==> src/rtl/mio_ctrl.sv <==
// mio_ctrl: load/store sequencer between the single-cycle MIPS core and the MIO bus.
// Optional stall statistics counter is built only when MIO_CTRL_STATS_EN is defined.
//
// state | meaning
// IDLE  | core runs at full speed; a load/store latches the bus request
// BUSY  | bus request outstanding, core stalled, wait counter running
// DONE  | single commit cycle for the stalled instruction
module mio_ctrl #(
  parameter int unsigned TIMEOUT_CYCLES = 255
) (
  input  logic        clk,
  input  logic        reset,
  input  logic        cpu_req,
  input  logic        cpu_we,
  input  logic [31:0] cpu_addr,
  input  logic [31:0] cpu_wdata,
  output logic        pc_en,
  output logic [31:0] cpu_rdata,
  output logic        CPU_MIO,
  output logic        bus_we,
  output logic [31:0] bus_addr,
  output logic [31:0] bus_wdata,
  input  logic [31:0] bus_rdata,
  input  logic        MIO_ready,
  output logic        timeout,
  output logic [15:0] stall_cnt
);

  typedef enum logic [1:0] {S_IDLE, S_BUSY, S_DONE} state_t;

  localparam logic [15:0] LP_LAST = 16'(TIMEOUT_CYCLES - 1);

  state_t      r_state;
  state_t      w_next;
  logic        r_bus_we;
  logic        r_timeout;
  logic [31:0] r_bus_addr;
  logic [31:0] r_bus_wdata;
  logic [31:0] r_cpu_rdata;
  logic [15:0] r_wait;
  logic        w_start;
  logic        w_ready;
  logic        w_expire;

  assign w_start  = (r_state == S_IDLE) && cpu_req;
  assign w_ready  = (r_state == S_BUSY) && MIO_ready;
  // ready on the last count takes priority over the timeout
  assign w_expire = (r_state == S_BUSY) && !MIO_ready && (r_wait == LP_LAST);

  always_ff @(posedge clk or posedge reset) begin
    if (reset) r_state <= S_IDLE;
    else       r_state <= w_next;
  end

  always_comb begin
    w_next = r_state;
    case (r_state)
      S_IDLE:  if (cpu_req) w_next = S_BUSY;
      S_BUSY:  if (w_ready || w_expire) w_next = S_DONE;
      S_DONE:  w_next = S_IDLE;
      default: w_next = S_IDLE;
    endcase
  end

  always_comb begin
    pc_en   = 1'b0;
    CPU_MIO = 1'b0;
    bus_we  = 1'b0;
    case (r_state)
      S_IDLE:  pc_en = ~cpu_req;
      S_BUSY: begin
        CPU_MIO = 1'b1;
        bus_we  = r_bus_we;
      end
      S_DONE:  pc_en = 1'b1;
      default: pc_en = 1'b0;
    endcase
  end

  always_ff @(posedge clk or posedge reset) begin
    if (reset) begin
      r_bus_we    <= 1'b0;
      r_bus_addr  <= '0;
      r_bus_wdata <= '0;
      r_cpu_rdata <= '0;
      r_wait      <= '0;
      r_timeout   <= 1'b0;
    end else begin
      if (w_start) begin
        r_bus_we    <= cpu_we;
        r_bus_addr  <= cpu_addr;
        r_bus_wdata <= cpu_wdata;
        r_wait      <= '0;
      end else if ((r_state == S_BUSY) && !MIO_ready && !w_expire) begin
        r_wait <= r_wait + 16'd1;
      end
      if (w_ready && !r_bus_we) begin
        r_cpu_rdata <= bus_rdata;
      end else if (w_expire) begin
        r_timeout <= 1'b1;
        if (!r_bus_we) r_cpu_rdata <= '0;
      end
    end
  end

  assign bus_addr  = r_bus_addr;
  assign bus_wdata = r_bus_wdata;
  assign cpu_rdata = r_cpu_rdata;
  assign timeout   = r_timeout;

`ifdef MIO_CTRL_STATS_EN
  logic [15:0] r_stall_cnt;

  always_ff @(posedge clk or posedge reset) begin
    if (reset)                                r_stall_cnt <= '0;
    else if (!pc_en && (r_stall_cnt != 16'hFFFF)) r_stall_cnt <= r_stall_cnt + 16'd1;
  end

  assign stall_cnt = r_stall_cnt;
`else
  assign stall_cnt = '0;
`endif

endmodule

==> config.mk <==
export PLATFORM = sky130hd
export DESIGN_NAME = mio_ctrl
export DESIGN_NICKNAME = d
export VERILOG_FILES = /design/src/rtl/mio_ctrl.sv
export SDC_FILE = /design/constraint.sdc
export NUM_CORES = 1
export LEC_CHECK = 0
export BUFFER_PORTS_ARGS = -buffer_cell sky130_fd_sc_hd__buf_2
export CAP_MARGIN = 20
export CORE_UTILIZATION = 52
export CTS_BUF_LIST = sky130_fd_sc_hd__clkbuf_4
export CTS_CLUSTER_SIZE = 28
export DETAILED_ROUTE_END_ITERATION = 10
export PLACE_DENSITY = 0.91
export SLEW_MARGIN = 10
export SYNTH_ARGS = -nofsm -noshare
export SYNTH_HDL_FRONTEND = slang
export SYNTH_SLANG_ARGS = --single-unit
==> constraint.sdc <==
create_clock -name clk -period 6.1 [get_ports clk]
set_input_delay 0.915 -clock clk [delete_from_list [all_inputs] [get_ports clk]]
set_output_delay 0.915 -clock clk [all_outputs]
set_load 0.02 [all_outputs]
==> impl_metrics.json, run 1 <==
{
  "io_pins": 217,
  "cp_cell_sequence": "or2b_1, inv_1, and2_1, buf_2",
  "final_hold_viol_count": 0,
  "cts_root_buf": "clkbuf_4",
  "routed_wl_mm": 11.3,
  "syn2layout_area_growth_pct": 28.9,
  "portBuffers": 200,
  "drive_above_1_share_pct": 35.3,
  "post-synth-top-area-fraction_pct": 61.6,
  "drtIter0Drc": 148,
  "wire_per_inst_um": 14.3,
  "final_nets": 772,
  "vias": 4014,
  "avgSynthCellArea_um2": 9.99,
  "ir_drop_mv": 0.215,
  "fin_crit_sh_pct": 41.4,
  "cts_resized": 0,
  "worst_r2r_path_depth": 6,
  "row_count": 34,
  "holdWs_ns": 0.480,
  "finalWorstSetupSlack_ns": 3.58,
  "dp_hpwl_mm": 7.77,
  "core_area_um2": 8760,
  "syn-cell-area_um2": 4710,
  "finClkSkew_ns": 0.0244,
  "place.gp.congestion": 0.800,
  "drv_slew": 0,
  "clk_pin_slew_ns": 0.10,
  "yosysWarnings": 0,
  "die_x_um": 97.2,
  "grt.overflow.total": 0,
  "synth_edf_count": 0,
  "cts_made_buffers": 17,
  "cts.sinks": 116,
  "path_max_fanout": 4,
  "status": "finished clean",
  "fmax_ghz": 0.396,
  "die_y_um": 97.2,
  "dieArea_um2": 9450,
  "ctsHoldBuffers": 0,
  "synthFlopType": "dfrtp_1",
  "hold_class": "flip-flop to flip-flop",
  "worstSetupEndpointType": "primary output",
  "grt_pass1_vias": 4020,
  "criticalPathCategory": "flip-flop to primary output",
  "crit_slowest_cell": "dfrtp_1",
  "fin_tns_setup_ns": 0,
  "grt_pass1_wl_mm": 18.8,
  "ys_seq_area_share_pct": 61.6,
  "yosys-top-cells-area": "dfrtp_1 (62%), nand2_1 (16%), a22o_1 (5.9%)",
  "power_leakage_nw": 3.44,
  "antenna_found_initial": 0,
  "tightest_slew_ns": 0.792,
  "slew_headroom_pct": 47.0,
  "synth-seq-cells": 116,
  "pwr_density_cell_nw_per_um2": 490,
  "finish.utilization_pct": 69.3,
  "netlist.top_cell.by_area": "dfrtp_1",
  "viasPerCell": 5.08,
  "required_ns": 5.18,
  "postSynthCellCount": 472,
  "cp.arrival_ns": 1.61,
  "drc": 0,
  "track_usage_pct": 24.9,
  "yosysMostFrequentCell": "nand2_1",
  "maxCapViolCount": 0,
  "fin_crit_ns": 2.52,
  "antenna_left": 0,
  "async_flop_share_pct": 100,
  "hold_depth": 1,
  "post_cts_buffers": 0,
  "clk_latency_ns": 0.49,
  "cts_max_level": 4,
  "clock_path_buffers": 2,
  "place_ws_ns": 3.63,
  "start_util_pct": 53.8,
  "detailed_place.area_um2": 5710,
  "rsz0062_at_grt": "false",
  "setup_viol": 0,
  "synth_commonest_cells": "nand2_1 (206), dfrtp_1 (116), a22o_1 (32)",
  "grt_max_degree": 74,
  "final_area_um2": 6080,
  "worstSetupStartpointType": "flip-flop",
  "max_stage_delay_ns": 0.46,
  "num_antenna_cells": 0,
  "first_pass_iters": 4,
  "cts_tree": "built",
  "yosysUniqueCellTypes": 40
}
[metal layers]
metal	routed length, µm	track usage [%]	up-vias	share of wire, %
met1	4610	30.6	1913	41
li1	-	-	1926	-
met2	5720	41.6	161	51
met3	768	7.12	14	6.8
met4	166	9.84	0	1.5
met5	0	0	-	0
[flip-flops by register name, summed over array words and instances, names as in the netlist]
register / count
bus_addr: 32
bus_wdata: 32
cpu_rdata: 32
r_wait: 16
r_state: 2
r_bus_we: 1
timeout: 1
[logic make-up after synthesis]
kind of cell | share of synthesized area (%)
adder cells (fa/ha/maj) | 0.531
XOR/XNOR | 0.186
AND/OR/NAND/NOR | 22.4
AO/OA/AOI/OAI | 9.53
flip-flops | 61.6
other | 0.0795
multiplexers | 0.425
buffers and inverters | 5.28
[cells in the final DEF (no fill, tap or decap), types with 2 or more instances in the layout]
master,Yosys,final
dfrtp_1,116,116
buf_2,10,200
mux2i_1,2,2
buf_4,16,3
nand2_1,206,206
a22o_1,32,32
and3_1,4,4
a21oi_1,10,10
nor3_1,2,2
bufinv_16,0,4
clkinvlp_4,0,3
nor2_1,5,5
nand3_1,3,3
clkinv_4,0,2
conb_1,1,16
or3_1,3,3
o21ai_0,3,3
inv_6,0,4
o211ai_1,3,3
ha_1,2,2
clkbuf_4,0,18
and4_1,2,2
nand4_1,3,3
o31ai_1,7,7
or4_1,4,4
and2_1,3,3
inv_1,4,3
[final timing paths]
check,slack (ns),startpoint,to
min,0.48,timeout,timeout
min reg2reg,0.48,timeout,timeout
max,3.58,r_state[1],bus_we
max reg2reg,3.92,r_wait[0],cpu_rdata[5]
max in group asynchronous,4.39,reset,bus_addr[27]
min in group asynchronous,0.55,reset,cpu_rdata[13]
[metrics by stage]
step,total power [mW],cells
2_1_floorplan,1.94,487
3_3_place_gp,2.30,757
3_5_place_dp,2.35,757
4_1_cts,3.00,789
5_1_grt,3.17,790
6_report,2.98,790
[critical path: cells and delay by family (launching register included)]
kind / cells / cell delay, ns
flops: 1 / 0.46
simple gates: 2 / 0.42
buf+inv: 2 / 0.25
[power by group]
group	internal, mW	switching [mW]
Clock	0.335	0.302
Combinational	0.391	0.733
Sequential	1.05	0.166
Total	1.78	1.20
[final cells by class]
type | count | area (µm²)
clock buffers | 18 | 135
clock inverters | 14 | 199
fillers | 661 | 2690
inverters | 4 | 17.5
multi-input cells | 326 | 1640
flip-flops and latches | 116 | 2900
well taps | 108 | 135
repair buffers | 204 | 1050
(Power assumes the default switching activity.)
==> run 2, diff against run 1 <==
CORE_UTILIZATION = 44   (was 52)
PLACE_DENSITY = 0.82   (was 0.91)
clock period = 2.23 ns   (was 6.1 ns; I/O delays follow)
==> impl_metrics.json, run 2 (synthesized netlist as in run 1, its figures left out) <==
{
  "routed_wl_mm": 12.9,
  "fin_crit_ns": 1.96,
  "comb_power_share_pct": 38.8,
  "dp_hpwl_mm": 7.66,
  "drv_slew": 0,
  "setup_viol": 0,
  "wire_per_inst_um": 14.3,
  "tightest_slew_ns": 0.610,
  "internal_power_mw": 4.94,
  "ff2ff_setup_slack_ns": 0.27,
  "r2r-end": "cpu_rdata[18]",
  "maxCapViolCount": 0,
  "slew_headroom_pct": 59.4,
  "cts.sinks": 116,
  "hold_class": "input pin to flip-flop",
  "final-seq-area_um2": 2900,
  "finClkSkew_ns": 0.0193,
  "cp.arrival_ns": 2.35,
  "required_ns": 2.62,
  "worstSetupStartpointType": "flip-flop",
  "io_pins": 217,
  "worst_r2r_path_depth": 7,
  "place.gp.congestion": 0.747,
  "cts_resized": 0,
  "vias": 4423,
  "worstHoldStart": "bus_rdata[26]",
  "die_x_um": 106,
  "cts_root_buf": "clkbuf_4",
  "multiInputGateArea_um2": 1630,
  "place_ws_ns": 0.300,
  "fmax_ghz": 0.511,
  "grt_pass1_vias": 4549,
  "clock_power_share_pct": 21.0,
  "finalWorstSetupSlack_ns": 0.272,
  "sw_frac_of_total_pct": 40.6,
  "criticalPathCategory": "flip-flop to flip-flop",
  "hold_depth": 2,
  "pwr_density_cell_nw_per_um2": 1210,
  "worstSetupEndpointType": "flip-flop",
  "drtIter0Drc": 272,
  "layout_commonest_cell": "nand2_1",
  "pwr-share-seq_pct": 40.2,
  "worst_hold_path.endpoint": "cpu_rdata[26]",
  "mostFrequentLayoutCells": "nand2_1 (206), buf_2 (200), dfrtp_1 (116)",
  "clk_pin_slew_ns": 0.11,
  "grt_max_degree": 117,
  "rsz0062_at_grt": "false",
  "path_max_fanout": 32,
  "drc": 0,
  "dieArea_um2": 11100,
  "row_count": 37,
  "antenna_left": 0,
  "cts_tree": "built",
  "die_y_um": 106,
  "grt.overflow.total": 0,
  "fin_tns_setup_ns": 0,
  "first_pass_iters": 4,
  "portBuffers": 200,
  "fin_crit_sh_pct": 87.8,
  "antenna_found_initial": 0,
  "viasPerCell": 4.91,
  "num_antenna_cells": 0,
  "fillers": 781,
  "instances_no_fill": 900,
  "clk_latency_ns": 0.51,
  "cts_max_level": 4,
  "dpl.cell_count": 791,
  "syn2layout_area_growth_pct": 46.4,
  "grt_pass1_wl_mm": 20.9,
  "drive_above_1_share_pct": 32.2,
  "core_area_um2": 10400,
  "power_leakage_nw": 3.78,
  "start_util_pct": 45.5,
  "status": "finished clean",
  "track_usage_pct": 24.0,
  "ir_drop_mv": 0.702,
  "cts_made_buffers": 17,
  "r2r-start": "r_wait[0]",
  "clock_path_buffers": 2,
  "final_nets": 854,
  "final_hold_viol_count": 0,
  "power_switching_mw": 3.38
}
[run 2: cell types whose count changed in the layout (fill, tap and decap cells not counted)]
cell and delta:
dlygate4sd3_1 +77, inv_4 -1, clkinv_2 +1, buf_4 +5, inv_6 -1, o21ai_4 -1, clkbuf_4 -1, clkinvlp_4 +1
buf_16 -1, o21ai_2 +1, buf_12 +1, clkinv_4 +1
[run 2: final cells by class]
class	count	area share, %
multi-input cells	326	23.6
repair buffers	286	26.8
clock inverters	15	2.95
inverters	4	0.272
clock buffers	17	1.85
flip-flops and latches	116	42.1
well taps	136	2.47
[run 2: repair_timing]
action	in CTS	in global routing
setup buffers	0	0
hold buffers	77	0
hold endpoints to repair	178	0
[run 2: worst max-delay path: stages (launching register included)]
cell and delay (ns):
dfrtp_1 0.45, inv_1 0.08, ha_1 0.13, nor4b_1 0.27
and4_1 0.37, o21ai_2 0.07, buf_4 0.23, a22o_1 0.22
[run 2: metal layers]
layer  share of wire [%]  global-route usage [%]  vias up  wire (µm)
met5                   0                       0        -          0
met3                 6.8                    7.73       26        874
met4                 2.0                    10.7        0        253
met2                  52                    41.5      190       6670
met1                  39                    27.0     2114       5090
li1                    -                       -     2093          -
[run 2: how the worst max path moves through the flow]
stage | start | endpoint | slack [ns] | cells past startpoint
final | r_wait[0] | cpu_rdata[18] | 0.27 | 7
after global routing | r_state[1] | bus_we | 0.17 | 4
after CTS | r_state[1] | bus_we | 0.23 | 4
after detailed placement | r_wait[0] | cpu_rdata[1] | 0.30 | 7
after global placement | r_wait[0] | cpu_rdata[7] | 0.39 | 7
after floorplan | reset | bus_addr[0] | 0.48 | 1
[run 2: power groups by stage]
stage	registers, mW	clock network [mW]	logic [mW]
2_1_floorplan	4.27	0	1.03
3_3_place_gp	3.33	0	3.01
3_5_place_dp	3.34	0	3.10
4_1_cts	3.32	1.80	3.21
5_1_grt	3.43	1.87	3.49
6_report	3.35	1.74	3.23
[run 2: stage by stage]
step / utilization, % / power, mW / area, µm² / hold slack (ns)
6_report: 66.6 / 8.32 / 6900 / 0.0586
5_1_grt: 66.6 / 8.79 / 6900 / 0.00307
4_1_cts: 66.6 / 8.33 / 6900 / 0.00132
3_5_place_dp: 55.9 / 6.44 / 5800 / 0.456
3_3_place_gp: 55.9 / 6.34 / 5800 / 0.453
2_1_floorplan: - / 5.30 / 4770 / 0.440
